<file path="config.mk">
export PLATFORM = sky130hd
export DESIGN_NAME = search_scheduler
export DESIGN_NICKNAME = d
export VERILOG_FILES = /design/src/rtl/search_pkg.sv /design/src/rtl/rr_arbiter.sv /design/src/rtl/search_scheduler.sv
export SDC_FILE = /design/constraint.sdc
export NUM_CORES = 1
export LEC_CHECK = 0
export ABC_AREA = 1
export CAP_MARGIN = 25
export CELL_PAD_IN_SITES_DETAIL_PLACEMENT = 1
export CELL_PAD_IN_SITES_GLOBAL_PLACEMENT = 1
export CORE_UTILIZATION = 33
export CTS_CLUSTER_DIAMETER = 40
export DETAILED_ROUTE_END_ITERATION = 6
export PLACE_DENSITY_LB_ADDON = 0.1
export SYNTH_ARGS = -nofsm -noshare
export SYNTH_HDL_FRONTEND = slang
export SYNTH_SLANG_ARGS = --single-unit
</file>
<file path="constraint.sdc">
create_clock -name clk -period 1.71 [get_ports clk]
set_input_delay 0.171 -clock clk [delete_from_list [all_inputs] [get_ports clk]]
set_output_delay 0.171 -clock clk [all_outputs]
set_load 0.05 [all_outputs]
</file>
<file path="src/rtl/search_pkg.sv">
// search_pkg: shared constants and types for the search scheduler slice.
//   NUM_ELEM/ELEM_W  : element count and width fed to the min-search engine
//   LOC_W/CYC_W      : engine result index and cycle-count widths
//   LOC_NONE/CYC_NONE: result codes returned when the engine never finishes
//   TIMEOUT_MAX      : WAIT-state watchdog limit (used with SEARCH_TIMEOUT_EN)
//   state_e          : scheduler FSM states
package search_pkg;

    localparam int unsigned NUM_ELEM    = 10;
    localparam int unsigned ELEM_W      = 7;
    localparam int unsigned LOC_W       = 4;
    localparam int unsigned CYC_W       = 7;
    localparam int unsigned CNT_W       = 4;
    localparam int unsigned A_W         = NUM_ELEM * ELEM_W;
    localparam int unsigned TIMEOUT_MAX = 1023;
    localparam int unsigned WD_W        = 10;

    localparam logic [LOC_W-1:0] LOC_NONE = 4'hF;
    localparam logic [CYC_W-1:0] CYC_NONE = 7'h7F;

    typedef enum logic [2:0] {
        IDLE,
        LOAD,
        START,
        WAIT,
        ACK,
        RESP
    } state_e;

endpackage

</file>
<file path="src/rtl/rr_arbiter.sv">
// rr_arbiter: combinational round-robin pick.
//   req      : per-requester request vector
//   ptr      : index of the last winner; the search starts at ptr+1 (modulo)
//   grant    : one-hot winner (all zero when req is zero)
//   grant_id : index of the winner
//   valid    : at least one request present
module rr_arbiter #(
    parameter int unsigned NUM_REQ = 4,
    parameter int unsigned ID_W    = $clog2(NUM_REQ)
) (
    input  logic [NUM_REQ-1:0] req,
    input  logic [ID_W-1:0]    ptr,
    output logic [NUM_REQ-1:0] grant,
    output logic [ID_W-1:0]    grant_id,
    output logic               valid
);

    logic [ID_W-1:0] cand;

    always_comb begin
        grant    = '0;
        grant_id = '0;
        valid    = 1'b0;
        cand     = '0;
        // Visit ptr+1, ptr+2, ... ptr+NUM_REQ; the first hit wins.
        for (int unsigned i = 1; i <= NUM_REQ; i++) begin
            cand = ID_W'((32'(ptr) + i) % NUM_REQ);
            if (!valid && req[cand]) begin
                valid       = 1'b1;
                grant_id    = cand;
                grant[cand] = 1'b1;
            end
        end
    end

endmodule

</file>
<file path="src/rtl/search_scheduler.sv">
// search_scheduler: shares one minimum-search engine among NUM_REQ requesters.
// A round-robin grant selects a requester, its 10 elements are collected into
// eng_a, the engine is started, its result is captured on done, ACKed, and
// returned through a valid/ready response.
//
// Ports:
//   clk, reset (async, active-low)
//   req/gnt                 : per-requester request and registered one-hot grant
//   elem_valid/elem_data    : serial element stream from the granted requester
//   eng_a, eng_start, eng_ack, eng_done, eng_location, eng_cycles : engine side
//   rsp_valid/rsp_ready, rsp_id, rsp_location, rsp_cycles         : response
//   rsp_err (only with SEARCH_TIMEOUT_EN) : response produced by the watchdog
//   busy                    : FSM is not IDLE
//
// Build option SEARCH_TIMEOUT_EN adds a 10-bit WAIT watchdog and rsp_err.
module search_scheduler
    import search_pkg::*;
#(
    parameter int unsigned NUM_REQ = 4,
    parameter int unsigned ID_W    = $clog2(NUM_REQ)
) (
    input  logic               clk,
    input  logic               reset,
    input  logic [NUM_REQ-1:0] req,
    output logic [NUM_REQ-1:0] gnt,
    input  logic               elem_valid,
    input  logic [ELEM_W-1:0]  elem_data,
    output logic [A_W-1:0]     eng_a,
    output logic               eng_start,
    output logic               eng_ack,
    input  logic               eng_done,
    input  logic [LOC_W-1:0]   eng_location,
    input  logic [CYC_W-1:0]   eng_cycles,
    output logic               rsp_valid,
    input  logic               rsp_ready,
    output logic [ID_W-1:0]    rsp_id,
    output logic [LOC_W-1:0]   rsp_location,
    output logic [CYC_W-1:0]   rsp_cycles,
`ifdef SEARCH_TIMEOUT_EN
    output logic               rsp_err,
`endif
    output logic               busy
);

    state_e             state_q, state_d;
    logic [ID_W-1:0]    ptr_q, ptr_d;
    logic [NUM_REQ-1:0] gnt_q, gnt_d;
    logic [ID_W-1:0]    gid_q, gid_d;
    logic [CNT_W-1:0]   cnt_q, cnt_d;
    logic [A_W-1:0]     eng_a_q, eng_a_d;
    logic [LOC_W-1:0]   loc_q, loc_d;
    logic [CYC_W-1:0]   cyc_q, cyc_d;

    logic [NUM_REQ-1:0] arb_gnt;
    logic [ID_W-1:0]    arb_id;
    logic               arb_valid;

    logic req_kept;
    logic last_elem;
    logic timeout;

    rr_arbiter #(
        .NUM_REQ (NUM_REQ),
        .ID_W    (ID_W)
    ) u_arb (
        .req      (req),
        .ptr      (ptr_q),
        .grant    (arb_gnt),
        .grant_id (arb_id),
        .valid    (arb_valid)
    );

    // Granted requester still asking; used to abort a LOAD.
    assign req_kept  = |(req & gnt_q);
    assign last_elem = elem_valid && (cnt_q == CNT_W'(NUM_ELEM - 1));

`ifdef SEARCH_TIMEOUT_EN
    logic [WD_W-1:0] wd_q;
    logic            err_q;

    // Fires on the 1023rd consecutive WAIT cycle without done.
    assign timeout = (state_q == WAIT) && !eng_done && (wd_q == WD_W'(TIMEOUT_MAX - 1));

    always_ff @(posedge clk or negedge reset) begin
        if (!reset) begin
            wd_q  <= '0;
            err_q <= 1'b0;
        end else begin
            wd_q <= (state_q == WAIT) ? wd_q + 1'b1 : '0;
            if ((state_q == WAIT) && eng_done) begin
                err_q <= 1'b0;
            end else if (timeout) begin
                err_q <= 1'b1;
            end else if ((state_q == RESP) && rsp_ready) begin
                err_q <= 1'b0;
            end
        end
    end
`else
    assign timeout = 1'b0;
`endif

    // State register.
    always_ff @(posedge clk or negedge reset) begin
        if (!reset) begin
            state_q <= IDLE;
        end else begin
            state_q <= state_d;
        end
    end

    // Next-state logic.
    always_comb begin
        state_d = state_q;
        unique case (state_q)
            IDLE:    if (arb_valid) state_d = LOAD;
            LOAD: begin
                if (!req_kept) begin
                    state_d = IDLE;
                end else if (last_elem) begin
                    state_d = START;
                end
            end
            START:   state_d = WAIT;
            WAIT:    if (eng_done || timeout) state_d = ACK;
            ACK:     state_d = RESP;
            RESP:    if (rsp_ready) state_d = IDLE;
            default: state_d = IDLE;
        endcase
    end

    // Outputs decoded from state; all low while reset is asserted.
    always_comb begin
        eng_start = (state_q == START);
        eng_ack   = (state_q == ACK);
        rsp_valid = (state_q == RESP);
        busy      = (state_q != IDLE);
`ifdef SEARCH_TIMEOUT_EN
        rsp_err   = err_q && (state_q == RESP);
`endif
    end

    assign gnt          = gnt_q;
    assign eng_a        = eng_a_q;
    assign rsp_id       = gid_q;
    assign rsp_location = loc_q;
    assign rsp_cycles   = cyc_q;

    // Datapath next-state.
    always_comb begin
        ptr_d   = ptr_q;
        gnt_d   = gnt_q;
        gid_d   = gid_q;
        cnt_d   = cnt_q;
        eng_a_d = eng_a_q;
        loc_d   = loc_q;
        cyc_d   = cyc_q;
        case (state_q)
            IDLE: begin
                if (arb_valid) begin
                    gnt_d = arb_gnt;
                    gid_d = arb_id;
                    ptr_d = arb_id;
                    cnt_d = '0;
                end
            end
            LOAD: begin
                if (!req_kept) begin
                    // Abort: pointer keeps this requester so the next search skips past it.
                    gnt_d = '0;
                    cnt_d = '0;
                end else if (elem_valid) begin
                    for (int k = 0; k < NUM_ELEM; k++) begin
                        if (cnt_q == CNT_W'(k)) eng_a_d[k*ELEM_W +: ELEM_W] = elem_data;
                    end
                    cnt_d = cnt_q + 1'b1;
                end
            end
            WAIT: begin
                if (eng_done) begin
                    loc_d = eng_location;
                    cyc_d = eng_cycles;
                end else if (timeout) begin
                    loc_d = LOC_NONE;
                    cyc_d = CYC_NONE;
                end
            end
            RESP: begin
                if (rsp_ready) begin
                    gnt_d = '0;
                    cnt_d = '0;
                end
            end
            default: ;
        endcase
    end

    always_ff @(posedge clk or negedge reset) begin
        if (!reset) begin
            ptr_q   <= ID_W'(NUM_REQ - 1);
            gnt_q   <= '0;
            gid_q   <= '0;
            cnt_q   <= '0;
            eng_a_q <= '0;
            loc_q   <= '0;
            cyc_q   <= '0;
        end else begin
            ptr_q   <= ptr_d;
            gnt_q   <= gnt_d;
            gid_q   <= gid_d;
            cnt_q   <= cnt_d;
            eng_a_q <= eng_a_d;
            loc_q   <= loc_d;
            cyc_q   <= cyc_d;
        end
    end

endmodule

</file>
-- Yosys cells after proc, flatten, opt, wreduce, memory -nomap -nowiden
Cells that the tools add are included.
- bits of input ports: 27
- flip-flop bits (word level): 96
- output and inout bits: 91
- logic and storage cells: 127
- $add $sub $neg: 5
- equal/unequal tests: 20
- reductions and logical operators: 31
- bitwise operators: 4
- multiplexer cells: 42
- order comparisons: 8
- operators by type and width (cell ; count):
    AND reduction 4 bit ; 13
    two-way mux 4 bit ; 10
    one-hot mux 4 bit (3 select lines) ; 2
    one-hot mux 3 bit (6 select lines) ; 1
    equality test 4 x 3 -> 1 bit, second input constant ; 4
    two-way mux 3 bit ; 5
    < comparator 2 x 3 -> 1 bit, second input constant ; 4
    two-way mux 1 bit ; 12
    OR 4 bit ; 3
    binary-select mux 1 bit (select 2 bit) ; 4
    demux 1 bit (select 2 bit) ; 4
    equality test 4 x 2 -> 1 bit, second input constant ; 2
    equality test 4 bit, second input constant ; 2
    >= comparator 2 x 1 -> 1 bit, second input constant ; 4
    logical AND 1 bit ; 8
    two-way mux 2 bit ; 4
    equality test 3 x 2 -> 1 bit, second input constant ; 2
    equality test 3 bit, second input constant ; 2
    != test 2 bit, second input constant ; 3
    != test 3 bit, second input constant ; 2
    nonzero test 3 bit ; 2
    adder 2 x 1 -> 2 bit, second input constant ; 2
    adder 2 bit, second input constant ; 2
    adder 4 x 1 -> 4 bit, second input constant ; 1
    other kinds (9) ; 12

-- Depth between registers and ports, before layout
- word-level depth: 15
- mapped depth: 12
- gate-level depth less buffers: 11

-- Modules after synthesis
From an unflattened synthesis, not the netlist that was laid out.
- cells, all modules: 531
- area total of the unflattened synthesis: 4748.3 um2
- by module, submodules not included (module ; cells an instance ; times used ; area each (um2) ; seq. area each (um2)):
    search_scheduler ; 450 ; 1 ; 4212.8 ; 2404.8
    rr_arbiter ; 81 ; 1 ; 535.5 ; 0.0

-- Worst setup path after synthesis
OpenSTA, ideal clock, no wires.
- path kind: register to register
- start: reg state_q[0]
- end: reg state_q[0]
- library setup time: 0.084 ns
- arrival time: 2.004 ns
- setup slack: -0.378 ns
- path buffers: 1
- required time: 1.626 ns
- stages on the path, launching flop included: 5
- period minus slack after synthesis: 2.088 ns
- cell sequence: dfrtp_1 -> buf_4 -> nor3_1 -> nor3_1 -> o21ai_0
- elaborated cells on any way between the ends: 12
- classes of those cells: eq/ne: 9; mux: 1; reduce/logical: 2
- RTL lines (item ; line ; RTL):
    start, declared ; search_scheduler.sv:45 ; state_e state_q, state_d;
    start signal, assigned ; search_scheduler.sv:108 ; state_q <= state_d;
    equality test 3 x 2 -> 1 bit ; - ;
    net eng_start ; search_scheduler.sv:29 ; output logic eng_start,
    one-hot mux 3 bit (6 select lines) ; search_scheduler.sv:115 ; unique case (state_q)
The timed path passes the listed nets, and every way through them passes these cells.
A chain may end at the register's enable or synchronous reset.

-- Worst setup path in the final report
- start: reg ptr_q[0]
- end: reg gnt_q[1], in the netlist gnt[1]
- word-level cells in the longest chain between the ends: 15
- elaborated cells on any way between the ends: 53
- classes of those cells: add/sub: 4; order compare: 8; eq/ne: 1; mux: 26; bitwise: 3; reduce/logical: 11
- RTL lines (item ; line ; RTL):
    start, declared ; search_scheduler.sv:46 ; logic [ID_W-1:0] ptr_q, ptr_d;
    start signal, assigned ; search_scheduler.sv:200 ; ptr_q <= ID_W'(NUM_REQ - 1);
    start signal, assigned ; search_scheduler.sv:208 ; ptr_q <= ptr_d;
    parallel branches: the longest is 15 deep, another holds < comparator 2 x 3 -> 1 bit ; - ;
    end signal, assigned ; search_scheduler.sv:209 ; gnt_q <= gnt_d;
    end, declared ; search_scheduler.sv:47 ; logic [NUM_REQ-1:0] gnt_q, gnt_d;
Several ways; the timed one is not identified. The select of a mux whose other input is x is not followed.

==> Flow_metrics.wiki <==
{| class="wikitable"
! Metric !! Value
|-
| Status || finished, violations left
|-
| Failing checks || setup timing
|-
| Final worst clock skew || about 0.0063 ns
|-
| H-tree depth || 3
|-
| Crit path buffers/inverters || 1
|-
| Fmax achieved || between 0.5 and 0.6 GHz
|-
| Least-Margin Pin Slew || ~0.55 ns
|-
| Yosys synthesis warning count || 0
|-
| Top cell type's share of synthesized area || 53.8%
|-
| Max-slew violation count || 0
|-
| Post-synth net total || around 510
|-
| Part of the Yosys area used for sequential elements || a little over half
|-
| Cell family with the largest share of critical-path delay || flip-flops
|-
| Switching power || 4300 uW
|-
| Met3 track demand over resource || a little over 5%
|-
| Critical Path Source Type || register
|-
| Remaining routing DRC violations || 0
|-
| Clock input transition at the sequential cells of the worst setup and hold paths || 0.07 ns
|-
| Final Cycle Share || 101%
|-
| Power per unit of standard cell area || about 1600 nW/um2
|-
| Ratio of routed vias to standard cells || 4.75
|-
| 1st-iter DRT viols || around 110
|-
| Final core utilization || 49.7%
|-
| Cell Rows || 41
|-
| Post-DP Area || 5790 um2
|-
| Delay of the slowest cell on the worst path || 0.58 ns
|-
| Share of layout cells above drive strength 1 || ~22%
|-
| Area taken by flip-flops and latches || between 2000 and 2500 um2
|-
| Total area of multi-input combinational cells || around 1800 um2
|-
| Syn-to-layout area delta || 45.0%
|-
| Per-instance average area after synthesis || between 9 and 10 um2
|-
| Worst hold-check slack || between 0.4 and 0.5 ns
|-
| Instance count on the critical path || 9
|-
| HPWL reported at the end of detailed placement || 8880 um
|-
| CTS tree || done
|-
| Number of buffer cells added on primary ports || between 100 and 150
|-
| R2R cell count || 9
|-
| Initial antenna violation count || 0
|-
| Post-detailed-route count of antenna-violating nets || 0
|-
| Number of violations of the max-capacitance limit || 0
|-
| Top cells by area in the synthesized netlist || dfrtp_1 (54%), nand2_1 (12%), o21ai_1 (5.1%)
|-
| Busiest layer in global routing || met2
|-
| Vertical die dimension || 117 um
|-
| Top-count cell post-synth || nand2_1
|-
| Most common flop cell mapped by yosys || dfrtp_1
|-
| Final RePlAce weighted congestion || 0.765
|-
| Mapped Area || roughly 4400 um2
|-
| Crit path time final || roughly 1.7 ns
|-
| Relative contribution of the clock network to total power || 22.9%
|-
| Critical Path Fanout Max || 8
|-
| Switch share || a little over two fifths
|-
| Die extent in x || around 120 um
|-
| Avg WL per Cell || approximately 16 um
|-
| Placement-stage worst setup slack || -0.0872 ns
|-
| Slowest-stage cell, CP || dfstp_2
|-
| Global-route congestion overflow total || 0
|-
| DR vias || between 3000 and 4000
|-
| Cell variety after synth || 31
|-
| Yosys top cell by area || dfrtp_1
|-
| Setup Viol. Count Final || 2
|-
| Combined global-route utilization of all metal layers || 19.5%
|-
| Static leakage || around 0.0036 uW
|-
| GR Util met2 || approximately a third
|-
| Largest net degree at the start of global routing || 97
|-
| Worst endpoint data arrival time || roughly 2 ns
|-
| Number of global-route vias before repair || 3937
|-
| Longest Clk Path Bufs || 2
|-
| Number of inserted diodes || 0
|-
| Final Cell Area || 6350 um2
|-
| Number of buffers created by CTS || 9
|-
| Part of the total power dissipated in sequential elements || 29.0%
|-
| Proportion of power drawn by combinational gates || between 40% and 50%
|-
| Top cells by count, synth || nand2_1 (142), dfrtp_1 (94), o21ai_1 (45), inv_1 (30), o21ai_0 (24)
|-
| DRT Pass-1 Iters || 4
|-
| Synthesis-stage register bit count || 96
|-
| Clock insertion delay at the later pin of the skew report || 0.35 ns
|-
| Data required time at the worst endpoint || between 1.5 and 2 ns
|-
| Startpoint of the most critical setup path || ptr_q[0]$_DFFE_PN1P_
|-
| Async set-or-reset flop fraction in the synthesized netlist || 100%
|-
| Cell at the root of the clock tree || clkbuf_16
|-
| Met1 demand-to-capacity share in global routing || roughly 24%
|-
| Setup repair after global routing missed its margin || yes
|-
| Gate count of the mapped netlist || between 400 and 500
|-
| Kind of end point of the critical path || register
|-
| Worst relative slew slack || 63.7%
|-
| Startpoint of the worst-slack reg-to-reg timing path || ptr_q[0]$_DFFE_PN1P_
|-
| Effective utilization at floorplan || about a third
|-
| Die ar. || approximately 14000 um2
|-
| Filler Cell Count || ~1400
|-
| First-pass GRT wire length || ~20000 um
|-
| Peak VDD IR || a little under 0.0007 V
|-
| Number of sinks handled by clock tree synthesis || 96
|-
| Power Internal || roughly 6000 uW
|-
| Final WL || 12600 um
|-
| Number of nets in the layout || 650
|-
| Final hold vios || 0
|-
| Most repeated library cell on the critical path || nand2_1
|-
| Path type of the worst min-delay path || in -> async
|-
| Setup Crit Path Kind || reg -> reg
|-
| Core region area || 12800 um2
|-
| Count of flip-flops with a built-in enable after synthesis || 0
|-
| IO Count || between 100 and 150
|-
| Final setup margin || -0.0199 ns
|-
| Cells along the critical path || inv_6 > ha_4 > nand3_4 > nand2_4 > nor2_4 > a21oi_1 > nand3_1 > nand2_1 > nand2_1
|}
==> registers in the layout, summed over array words and instances (netlist names) <==
| signal | flops |
|---|---|
| rsp_id | 2 |
| state_q | 3 |
| ptr_q | 2 |
| gnt | 4 |
| rsp_cycles | 7 |
| rsp_location | 4 |
| cnt_q | 4 |
| eng_a | 70 |
==> metal layers <==
layer	share of wire, %	vias up
met5	0	-
met1	45	1830
met2	48	75
met4	1.6	0
li1	-	1823
met3	4.7	12
==> kinds of logic after synthesis <==
logic type | after synthesis | share of synthesized area, %
XOR/XNOR | 2 | 0.400
AO/OA/AOI/OAI | 88 | 11.0
flip-flops | 96 | 55.0
buffers and inverters | 49 | 5.75
adder cells (fa/ha/maj) | 12 | 3.43
multiplexers | 11 | 2.83
AND/OR/NAND/NOR | 211 | 21.6
==> power groups by stage <==
stage | sequential [uW] | clock, uW | combinational, uW
after floorplan | 4150 | 0 | 1890
after global placement | 2960 | 0 | 4460
after detailed placement | 2980 | 0 | 4550
after CTS | 2950 | 2400 | 4700
after global routing | 3000 | 2480 | 5280
final | 2940 | 2330 | 4890
==> stage by stage <==
stage                     instances  total power (uW)  setup TNS [ns]
after floorplan                 469              6040               0
after global placement          764              7420          -0.353
after detailed placement        764              7530           -1.38
after CTS                       783             10000        -0.00682
after global routing            788             10800          -0.696
final                           788             10200         -0.0234
==> area by class of cell <==
| cell class | count | share of cell area, % |
|---|---|---|
| repair buffers | 146 | 22.5 |
| inverters | 34 | 2.13 |
| flip-flops and latches | 96 | 37.9 |
| multi-input cells | 324 | 28.6 |
| clock buffers | 11 | 3.82 |
| clock inverters | 5 | 1.64 |
| well taps | 172 | 3.39 |
==> cells in the final DEF (no fill, tap or decap), types with 11 or more instances in the layout <==
| cell type | synthesis | layout |
|---|---|---|
| o21ai_0 | 24 | 23 |
| buf_4 | 1 | 57 |
| dlygate4sd2_1 | 0 | 17 |
| dlymetal6s2s_1 | 0 | 33 |
| dfrtp_1 | 94 | 94 |
| o21ai_1 | 45 | 46 |
| nand2_1 | 142 | 134 |
| nor2_1 | 14 | 13 |
| mux2_2 | 11 | 11 |
| ha_1 | 12 | 11 |
| clkdlybuf4s50_1 | 0 | 32 |
| nor3_1 | 13 | 12 |
| inv_1 | 30 | 27 |
| nand3_1 | 18 | 15 |
==> worst reg2reg max path, stage by stage (launching register included) <==
cell and delay [ns]:
dfstp_2 0.58, inv_6 0.07, ha_4 0.30, nand3_4 0.11, nand2_4 0.12, nor2_4 0.06, a21oi_1 0.16, nand3_1 0.10
nand2_1 0.08, nand2_1 0.04
==> worst paths after layout <==
check | endpoint | slack, ns
worst max-delay path | gnt[1]$_DFFE_PN0P_ | -0.02
worst min-delay path | eng_a[20]$_DFFE_PN0P_ | 0.41
worst max register to register | gnt[1]$_DFFE_PN0P_ | -0.02
worst min register to register | eng_a[18]$_DFFE_PN0P_ | 0.49
max in group asynchronous | ptr_q[1]$_DFFE_PN1P_ | 0.89
min in group clk | rsp_location[0]$_DFFE_PN0P_ | 0.44
==> repair_timing <==
action	in CTS	in global routing
setup buffers	2	5
hold endpoints to repair	94	0
pin swaps	3	3
resized for setup	26	49
endpoints found under the setup margin	26	61
hold buffers	1	0
Note: power is estimated with default switching activity, not from simulation.
==> RTL edit, RTL diff (same settings) <==
The option `SEARCH_TIMEOUT_EN` is turned on by a define.
--- a/src/rtl/search_scheduler.sv
+++ b/src/rtl/search_scheduler.sv
@@ -15,2 +15,4 @@
 // Build option SEARCH_TIMEOUT_EN adds a 10-bit WAIT watchdog and rsp_err.
+`define SEARCH_TIMEOUT_EN
+
 module search_scheduler
Behaviour (old outputs only; new: rsp_err): same outputs for any inputs over 4 cycles, from zero or initial values and one cycle with reset low; that may be too few to reach the edited logic, so the function may still have changed.
==> RTL edit against the original RTL <==
Final area grew 12%; the run still ends with setup timing left; setup slack got worse by 0.12 ns; sequential cell count grew 11; hold slack lost 0.022 ns; largest cell class unchanged; die area rose by 12%; area after synthesis up 12%; routed wire length rose by 10%; global-route usage is 0.10 points higher; total power is 9.8% higher.
==> RTL edit: results (changes against the original RTL) <==
| Metric | Value |
|---|---|
| Layout cell share with drive strength beyond 1 | 21.90% (-0.50 points) |
| Post-Route Skew | 0.006255 ns (-0.00004436 ns) |
| Ranking of synthesized cells by area | dfrtp_1 54%, nand2_1 12%, o21ai_1 6.1% |
| Detailed placement HPWL | 10.10 mm (+14%) |
| Max-slew headroom | 58.66% (-5.1 points) |
| Non-Filler Instances | 878 (+11%) |
| WP data arrival | 2.08 ns (+0.11 ns) |
| DRT Wirelength | 13.94 mm (+10%) |
| Final Setup Violations | 15 (+13) |
| Setup ws final | -0.1357 ns (-0.1158 ns) |
| Largest net degree at the start of global routing | 108 (+11%) |
| Peak supply drop | 740.9 uV (+9.3%) |
| Port Buffers | 118 (+0.85%) |
| Status | finished with violations |
| M1 WL | 6.182 mm (+8.0%) |
| Syn Area/Cell | 9.232 um^2 (-1.0%) |
| Routability cong. | 0.8215 (+7.5%) |
| Setup TNS | -1.562 ns (-1.539 ns) |
| Initial DRC Count | 122 (+8.0%) |
| Total number of vias | 4166 (+11%) |
| Nets@finish | 730 (+12%) |
| Violated checks | setup timing |
| Global Route Usage Sum | 19.56% (+0.10 points) |
| Met2 routed WL | 6.813 mm (+12%) |
| Vias in the first global route | 4397 (+12%) |
| Placed Area | 6576 um^2 (+14%) |
| Routed met3 length | 804 um (+36%) |
| Netlist cell types | 33 (+6.5%) |
| Global-route wire length before repair | 22.74 mm (+13%) |
## RTL edit: changes by cell type in the layout (fill, tap and decap cells not counted), moves of 6 or more
cell and delta:
nand2_1 +18, o21ai_1 +14, o22a_1 +11, nor2_1 +8, dfrtp_1 +9, o21ai_2 +7
buf_12 +6, o21ai_0 -16, buf_4 +10, dlygate4sd2_1 +7, mux2_2 -11, inv_1 +11
## RTL edit: logic make-up (layout without fill, tap and decap cells)
kind of cell	count (synthesis)	count (layout)	share of synthesized area [%]
buffers and inverters	61	224	6.151
and+or+nand+nor	241	241	22.33
xor gates and xnor gates	5	5	0.8935
adders and majority gates	14	14	3.573
AOI/OAI and AO/OA	103	103	12.38
DFF	107	107	54.67
## RTL edit: critical path: cells and delay by family, from the launching register on
kind	cells	cell delay [ns]
AOI/OAI and AO/OA	1	0.06
adders and majority gates	1	0.29
buffers and inverters	2	0.09
DFF	1	0.59
and+or+nand+nor	7	0.69
## RTL edit: where the power goes
part | switching (mW) | internal, mW | leakage, nW
combinational | 3.54 | 2.14 | 2.24
clock | 0.953 | 1.30 | 0.151
sequential | 0.276 | 2.95 | 1.44
## RTL edit: through the flow
step | setup WS (ns) | utilization, %
after global placement | -0.1228 | 45.25
after floorplan | -0.1818 | -
after global routing | -0.2309 | 48.75
after CTS | -0.1448 | 47.68
final | -0.1357 | 48.75
after detailed placement | -0.2086 | 45.25
## RTL edit: final timing paths
kind / startpoint / to / slack (ns) / cells past startpoint
max reg2reg: ptr_q[0] / cnt_q[3] / -0.14 / 11
min reg2reg: err_q / err_q / 0.47 / 2
max: ptr_q[0] / cnt_q[3] / -0.14 / 11
min: reset / rsp_id[0] / 0.38 / 3
max in group asynchronous: reset / state_q[0] / 0.79 / 3
min in group clk: eng_location[1] / rsp_location[1] / 0.44 / 2
## RTL edit: area by class of cell
class                           count  share of cell area, %
Multi-Input combinational cell    363                  29.12
Clock buffer                       11                  3.284
Timing Repair Buffer              163                  22.76
Clock inverter                      5                  1.201
Sequential cell                   107                  37.86
Tap cell                          184                  3.249
Inverter                           45                  2.525
## RTL edit: what timing repair did
item                                   4_1_cts  5_1_grt
buffers inserted                             3        1
gates resized for setup                     35       51
endpoints found under the hold margin      105        0
hold buffers                                 1        0
pin swaps                                   18        9
setup endpoints to repair                   46       77
## RTL edit: layer usage
| metal | up-vias | GRT usage [%] |
|---|---|---|
| met1 | 2025 | 24.72 |
| met3 | 9 | 5.815 |
| met5 | - | 0 |
| li1 | 2047 | - |
| met2 | 85 | 32.26 |
| met4 | 0 | 5.648 |
